## config.mk

```make
export PLATFORM = sky130hd
export DESIGN_NAME = birdsong_sample_scheduler
export DESIGN_NICKNAME = d
export VERILOG_FILES = /design/src/rtl/birdsong_pkg.sv /design/src/rtl/birdsong_tick_gen.sv /design/src/rtl/birdsong_sample_scheduler.sv
export SDC_FILE = /design/constraint.sdc
export NUM_CORES = 1
export LEC_CHECK = 0
export CAP_MARGIN = 20
export CORE_MARGIN = 5
export CORE_UTILIZATION = 44
export DETAILED_ROUTE_END_ITERATION = 7
export GPL_TIMING_DRIVEN = 1
export PLACE_DENSITY_LB_ADDON = 0.05
export SLEW_MARGIN = 30
export SYNTH_ARGS = -nofsm -noshare
export SYNTH_HDL_FRONTEND = slang
export SYNTH_SLANG_ARGS = --single-unit
```

## constraint.sdc

```tcl
create_clock -name clk -period 2.83 [get_ports clk]
set_input_delay 0.4245 -clock clk [delete_from_list [all_inputs] [get_ports clk]]
set_output_delay 0.4245 -clock clk [all_outputs]
set_load 0.005 [all_outputs]
```

## src/rtl/birdsong_pkg.sv

```systemverilog
// Shared constants and types for the birdsong sample scheduler.
package birdsong_pkg;

  localparam int DW            = 16;
  localparam int DEF_CLK_DIV   = 2083;
  localparam int DEF_CHAIN_LAT = 1;

  typedef logic signed [DW-1:0] sample_t;

  typedef enum logic [1:0] {
    IDLE,
    WAIT_TICK,
    WAIT_LAT
  } state_t;

endpackage

```

## src/rtl/birdsong_tick_gen.sv

```systemverilog
// Divide-by-CLK_DIV sample-period counter; held at zero while run is low.
module birdsong_tick_gen
  import birdsong_pkg::*;
#(
  parameter int CLK_DIV = DEF_CLK_DIV
) (
  input  logic clk,
  input  logic rst_n,
  input  logic run,
  output logic tick
);

  localparam int            CW   = (CLK_DIV > 1) ? $clog2(CLK_DIV) : 1;
  localparam logic [CW-1:0] LAST = CW'(CLK_DIV - 1);

  logic [CW-1:0] r_cnt;

  always_ff @(posedge clk or negedge rst_n) begin
    if (!rst_n) begin
      r_cnt <= '0;
    end else if (!run || (r_cnt == LAST)) begin
      r_cnt <= '0;
    end else begin
      r_cnt <= r_cnt + CW'(1);
    end
  end

  assign tick = run && (r_cnt == LAST);

endmodule

```

## src/rtl/birdsong_sample_scheduler.sv

```systemverilog
// Sample-rate controller feeding birdsong_chain once per CLK_DIV clocks.
// Optional underrun/overrun statistics: define BIRDSONG_SCHED_STATS_EN.
module birdsong_sample_scheduler
  import birdsong_pkg::*;
#(
  parameter int DW        = birdsong_pkg::DW,
  parameter int CLK_DIV   = DEF_CLK_DIV,
  parameter int CHAIN_LAT = DEF_CHAIN_LAT,
  parameter int CNT_W     = 16
) (
  input  logic                 clk,
  input  logic                 rst_n,
  input  logic                 en,
  input  logic                 s_valid,
  output logic                 s_ready,
  input  logic signed [DW-1:0] s_data,
  output logic signed [DW-1:0] chain_x,
  output logic                 chain_ce,
  input  logic signed [DW-1:0] chain_y,
  output logic                 m_valid,
  input  logic                 m_ready,
  output logic signed [DW-1:0] m_data,
  output logic                 busy,
  output logic [CNT_W-1:0]     underrun_cnt,
  output logic [CNT_W-1:0]     overrun_cnt
);

  localparam int            LW       = (CHAIN_LAT < 1) ? 1 : $clog2(CHAIN_LAT + 1);
  localparam logic [LW-1:0] LAT_INIT = LW'(CHAIN_LAT);

  state_t              r_state;
  state_t              w_state_nxt;
  logic                w_tick;
  logic                w_run;
  logic                w_accept;
  logic                w_capture;
  logic [LW-1:0]       r_lat;
  logic signed [DW-1:0] r_chain_x;
  logic                r_chain_ce;
  logic                r_m_valid;
  logic signed [DW-1:0] r_m_data;

  assign w_run = (r_state != IDLE);

  birdsong_tick_gen #(
    .CLK_DIV (CLK_DIV)
  ) u_tick_gen (
    .clk   (clk),
    .rst_n (rst_n),
    .run   (w_run),
    .tick  (w_tick)
  );

  always_ff @(posedge clk or negedge rst_n) begin
    if (!rst_n) begin
      r_state <= IDLE;
    end else begin
      r_state <= w_state_nxt;
    end
  end

  // A tick wins over en=0 in WAIT_TICK; en is not looked at in WAIT_LAT.
  always_comb begin
    w_state_nxt = r_state;
    w_accept    = 1'b0;
    w_capture   = 1'b0;
    case (r_state)
      IDLE: begin
        if (en) w_state_nxt = WAIT_TICK;
      end
      WAIT_TICK: begin
        if (w_tick) begin
          w_accept    = 1'b1;
          w_state_nxt = WAIT_LAT;
        end else if (!en) begin
          w_state_nxt = IDLE;
        end
      end
      WAIT_LAT: begin
        if (r_lat == '0) begin
          w_capture   = 1'b1;
          w_state_nxt = en ? WAIT_TICK : IDLE;
        end
      end
      default: w_state_nxt = IDLE;
    endcase
  end

  always_ff @(posedge clk or negedge rst_n) begin
    if (!rst_n) begin
      r_chain_x  <= '0;
      r_chain_ce <= 1'b0;
      r_lat      <= '0;
      r_m_valid  <= 1'b0;
      r_m_data   <= '0;
    end else begin
      r_chain_ce <= w_accept;
      if (w_accept) begin
        r_chain_x <= s_valid ? s_data : '0;
        r_lat     <= LAT_INIT;
      end else if ((r_state == WAIT_LAT) && (r_lat != '0)) begin
        r_lat <= r_lat - LW'(1);
      end
      if (w_capture) begin
        r_m_valid <= 1'b1;
        r_m_data  <= chain_y;
      end else if (r_m_valid && m_ready) begin
        r_m_valid <= 1'b0;
      end
    end
  end

`ifdef BIRDSONG_SCHED_STATS_EN
  logic             w_underrun;
  logic             w_overrun;
  logic [CNT_W-1:0] r_underrun_cnt;
  logic [CNT_W-1:0] r_overrun_cnt;

  assign w_underrun = w_accept && !s_valid;
  assign w_overrun  = w_capture && r_m_valid && !m_ready;

  always_ff @(posedge clk or negedge rst_n) begin
    if (!rst_n) begin
      r_underrun_cnt <= '0;
      r_overrun_cnt  <= '0;
    end else begin
      if (w_underrun && (r_underrun_cnt != '1)) r_underrun_cnt <= r_underrun_cnt + CNT_W'(1);
      if (w_overrun && (r_overrun_cnt != '1))   r_overrun_cnt  <= r_overrun_cnt + CNT_W'(1);
    end
  end

  assign underrun_cnt = r_underrun_cnt;
  assign overrun_cnt  = r_overrun_cnt;
`else
  assign underrun_cnt = '0;
  assign overrun_cnt  = '0;
`endif

  assign s_ready  = w_accept;
  assign busy     = (r_state == WAIT_LAT);
  assign chain_x  = r_chain_x;
  assign chain_ce = r_chain_ce;
  assign m_valid  = r_m_valid;
  assign m_data   = r_m_data;

endmodule

```

# ---- After elaboration in Yosys (flattened, before gate mapping)
# Cells that the tools add are included.
dict set report totals {
  ff_bits 49
  inputBits 37
  output_inout_bits 68
  word_cells 41
}
dict set report op_classes {
  n_addsub 2
  n_eq_ne 6
  muxes 16
  n_reduce_logical 10
}
# op count
set op_table {}
lappend op_table {{16-bit two-way mux} 1}
lappend op_table {{12-bit by 1-bit adder with 12-bit output (second input constant)} 1}
lappend op_table {{12-bit equality test (second input constant)} 1}
lappend op_table {{12-bit two-way mux} 1}
lappend op_table {{1-bit two-way mux} 9}
lappend op_table {{2-bit two-way mux} 4}
lappend op_table {{2-bit case mux with 3 select lines} 1}
lappend op_table {{2-bit nonzero test} 3}
lappend op_table {{2-bit inequality test (second input constant)} 2}
lappend op_table {{1-bit logical AND} 3}
lappend op_table {{3-bit by 2-bit inequality test with 1-bit output (second input constant)} 1}
lappend op_table {{3-bit AND reduction} 1}
lappend op_table {{2-bit by 1-bit equality test with 1-bit output (second input constant)} 1}
lappend op_table {{2-bit equality test (second input constant)} 1}
lappend op_table {{2-bit zero test} 1}
lappend op_table {{1-bit zero test} 1}
lappend op_table {{1-bit logical OR} 1}
lappend op_table {{1-bit subtractor (second input constant)} 1}

# ---- Depth between registers and ports, before layout
dict set report depth {
  depth_word 5
  depth_mapped 8
  mapped_depth_nobuf 7
}

# ---- Cells and area by module
# A second synthesis with hierarchy kept.
dict set report hier_totals {
  hier_cells 214
  area_unflattened_um2 2434.8
}
# module instances cells_each area_each_um2 seq_area_each_um2
set modules_own_cells {}
lappend modules_own_cells {birdsong_sample_scheduler 1 153 1811.7 925.9}
lappend modules_own_cells {birdsong_tick_gen 1 61 623.1 300.3}

# ---- Worst setup path after synthesis
# OpenSTA, ideal clock, no wires.
dict set report synth_timing {
  path_kind {reg2out}
  from {register u_tick_gen.r_cnt[0]}
  to {output s_ready}
  arrival_time_ns 1.278
  path_slack_ns 1.127
  stages_incl_launch_ff 7
  cell_sequence {dfrtp_1 -> inv_1 -> ha_1 -> and4bb_2 -> nand4_4 -> clkinv_2 -> buf_6}
}
dict set report synth_between {
  elab_chain_len 4
}
# element line_no
set synth_lines {}
lappend synth_lines {{start, declared} birdsong_tick_gen.sv:16} ;# logic [CW-1:0] r_cnt;
lappend synth_lines {{start signal, assigned} birdsong_tick_gen.sv:24} ;# r_cnt <= r_cnt + CW'(1);
lappend synth_lines {{12-bit equality test} birdsong_tick_gen.sv:28} ;# assign tick = run && (r_cnt == LAST);
lappend synth_lines {{1-bit logical AND} birdsong_tick_gen.sv:28}
lappend synth_lines {{1-bit two-way mux} birdsong_sample_scheduler.sv:72} ;# if (w_tick) begin
lappend synth_lines {{1-bit two-way mux} birdsong_sample_scheduler.sv:67} ;# case (r_state)
lappend synth_lines {{end, declared} birdsong_sample_scheduler.sv:15} ;# output logic s_ready,
# Every way passes these cells.

# ---- Worst setup path after layout
# Same ends and word-level chain as after synthesis.

==> results.json <==
{
  "status": "complete, no violations",
  "firstDrtPassIters": 4,
  "grt_pass1_wl_um": 7245,
  "drt_iter0_markers": 50,
  "cts_tree": "yes",
  "ys_ff_latch": 49,
  "internal-power_mw": 0.9282,
  "tightestPinTransition_ns": 0.7768,
  "grtUsageTotal": 0.1434,
  "final_nets": 328,
  "rsz0062_at_grt": "false",
  "synth_area_leaders": "dfrtp_1, buf_4, mux2_2",
  "cts_max_level": 2,
  "core_um2": 5075,
  "final_antenna_net_count": 0,
  "fin_skew_ns": 0.006103,
  "yosysTopAreaCell": "dfrtp_1",
  "clockPowerShare": 0.332,
  "numPlacedInstances": 352,
  "drv_slew": 0,
  "final_design_area_no_fill_um2": 3040,
  "ir_drop_uv": 218.3,
  "layout-drive-gt1-share": 0.1172,
  "power_density_nw_per_um2": 393.1,
  "critPathCaptureType": "primary output",
  "ys_seq_area_frac": 0.5364,
  "synth_ff_type": "dfrtp_1",
  "synth_edf_count": 0,
  "ys_async_sr_fraction": 1.000,
  "final_cell_mix": "clkdlybuf4s50_1, dfrtp_1, nand2_1, conb_1, nand3_1",
  "numCtsBuffers": 5,
  "grt_pass1_vias": 1602,
  "hold_class": "input port to async pin",
  "die_w_um": 82.08,
  "gp_congestion": 0.7102,
  "hold_viol_final": 0,
  "arrival_ns": 1.91,
  "drc_errors": 0,
  "overflow": 0,
  "ys_warn_count": 0,
  "via_count": 1590,
  "yosysUniqueCellTypes": 33,
  "final_common_cell": "clkdlybuf4s50_1",
  "rows": 26,
  "start_util": 0.4504,
  "yosysTopAreaCellShare": 0.5364,
  "clk_latency_ns": 0.30,
  "postCtsSetupBuffers": 0,
  "cts_root_buffer": "clkbuf_8",
  "dieArea_um2": 6737,
  "clk_pin_slew_ns": 0.09,
  "crit_required_ns": 2.41,
  "vias_per_cell": 4.417,
  "cp_max_fo": 5,
  "finalNonFillerCells": 360,
  "critPathKind": "flip-flop to primary output",
  "critPathLaunchType": "flip-flop",
  "slew_headroom": 0.4816,
  "area_growth_pct": 33.01,
  "grt_max_degree": 33,
  "fmax_mhz": 427.6,
  "syn_avg_cell_area_um2": 10.73,
  "hpwlAfterDp_um": 3413,
  "ff2ff_setup_slack_ns": 1.08,
  "synth_cells": 213,
  "layout_min_cycle_time_ns": 2.339,
  "cap_violations": 0,
  "tns_ns": 0,
  "cts_sinks": 49,
  "p_seq_frac": 0.593,
  "swShare": 0.2234,
  "power.total_mw": 1.195,
  "wirelength_um": 4492,
  "syn_area_um2": 2286,
  "switchingPower_mw": 0.2670,
  "power_frac_comb": 0.075,
  "diodes": 0,
  "place_area_um2": 2957,
  "clock_path_buffers": 2,
  "die_height_um": 82.08,
  "cts_hold_buf": 0,
  "pin_count": 105,
  "setup_viol": 0,
  "cts_resized": 0,
  "power_leakage_nw": 1.394,
  "antenna_found_initial": 0,
  "wl_per_cell_um": 12.48,
  "io_buffers": 72,
  "min_period_over_period": 0.8265
}
## critical path: stages, from the launching register on
cell,delay (ns)
dfrtp_1,0.42
inv_1,0.07
ha_1,0.13
and4bb_2,0.29
nand4_4,0.12
clkinv_2,0.07
clkdlybuf4s50_1,0.51
## final timing paths
kind,from,endpoint,cells past startpoint
setup / recovery,u_tick_gen.r_cnt[0]$_DFF_PN0_,s_ready,6
hold / removal,rst_n,m_data[13]$_DFFE_PN0P_,1
setup reg to reg,r_state[0]$_DFFE_PN0P_,m_data[3]$_DFFE_PN0P_,3
hold reg to reg,chain_x[8]$_DFFE_PN0P_,chain_x[8]$_DFFE_PN0P_,2
max in group asynchronous,rst_n,u_tick_gen.r_cnt[3]$_DFF_PN0_,2
min in group clk,chain_x[8]$_DFFE_PN0P_,chain_x[8]$_DFFE_PN0P_,2
## cell type report
cell class,count,area (um^2)
clock buffer,7,76.32
fill,481,2034
multi-input combinational,153,880.8
inverter,4,16.27
timing repair buffer,76,745.7
sequential,49,1226
tap,70,87.58
clock inverter,1,7.507
## kinds of logic after synthesis
group,Yosys count,share of synthesized area
simple gates,88,0.1916
flops,49,0.5364
buf+inv,42,0.1292
mux,16,0.07882
xor+xnor,10,0.03831
compound gates,5,0.01314
fa+ha+maj,2,0.01095
other cells,1,0.001640
## stage by stage
| stage | worst slack [ns] | util | hold slack, ns |
|---|---|---|---|
| 6_report | 0.4911 | 0.5991 | 0.03729 |
| 2_1_floorplan | 1.127 | - | 0.1289 |
| 3_5_place_dp | 0.8045 | 0.5826 | 0.3788 |
| 4_1_cts | 0.4552 | 0.5991 | 0.04188 |
| 3_3_place_gp | 0.8173 | 0.5826 | 0.3733 |
| 5_1_grt | 0.3608 | 0.5991 | 0.04900 |
## Yosys cell counts, types with 2 or more instances
| library cell | n |
|---|---|
| clkbuf_1 | 2 |
| nor2_1 | 13 |
| nand4_1 | 2 |
| xor2_1 | 5 |
| nand3_1 | 19 |
| nor3_1 | 2 |
| nand2_1 | 41 |
| ha_1 | 2 |
| inv_1 | 3 |
| dfrtp_1 | 49 |
| xnor2_1 | 5 |
| buf_4 | 34 |
| mux2_2 | 16 |
## metal layers
layer	track usage	part of all wire
met2	0.2359	0.47
met1	0.1564	0.39
met3	0.07785	0.12
met4	0.04983	0.015
met5	0	0
## state kept, by name, summed over array words and instances (netlist names)
register and flops:
m_valid 1, r_lat 1, m_data 16, chain_ce 1
chain_x 16, r_state 2, u_tick_gen.r_cnt 12
## power groups by stage
| stage | logic, mW | registers, mW | clock network (mW) |
|---|---|---|---|
| after global placement | 0.0904 | 0.722 | 0 |
| final | 0.0899 | 0.708 | 0.397 |
| after floorplan | 0.0562 | 0.722 | 0 |
| after detailed placement | 0.0906 | 0.722 | 0 |
| after global routing | 0.102 | 0.709 | 0.444 |
| after CTS | 0.0909 | 0.708 | 0.419 |
Note: power is estimated with default switching activity, not from simulation.
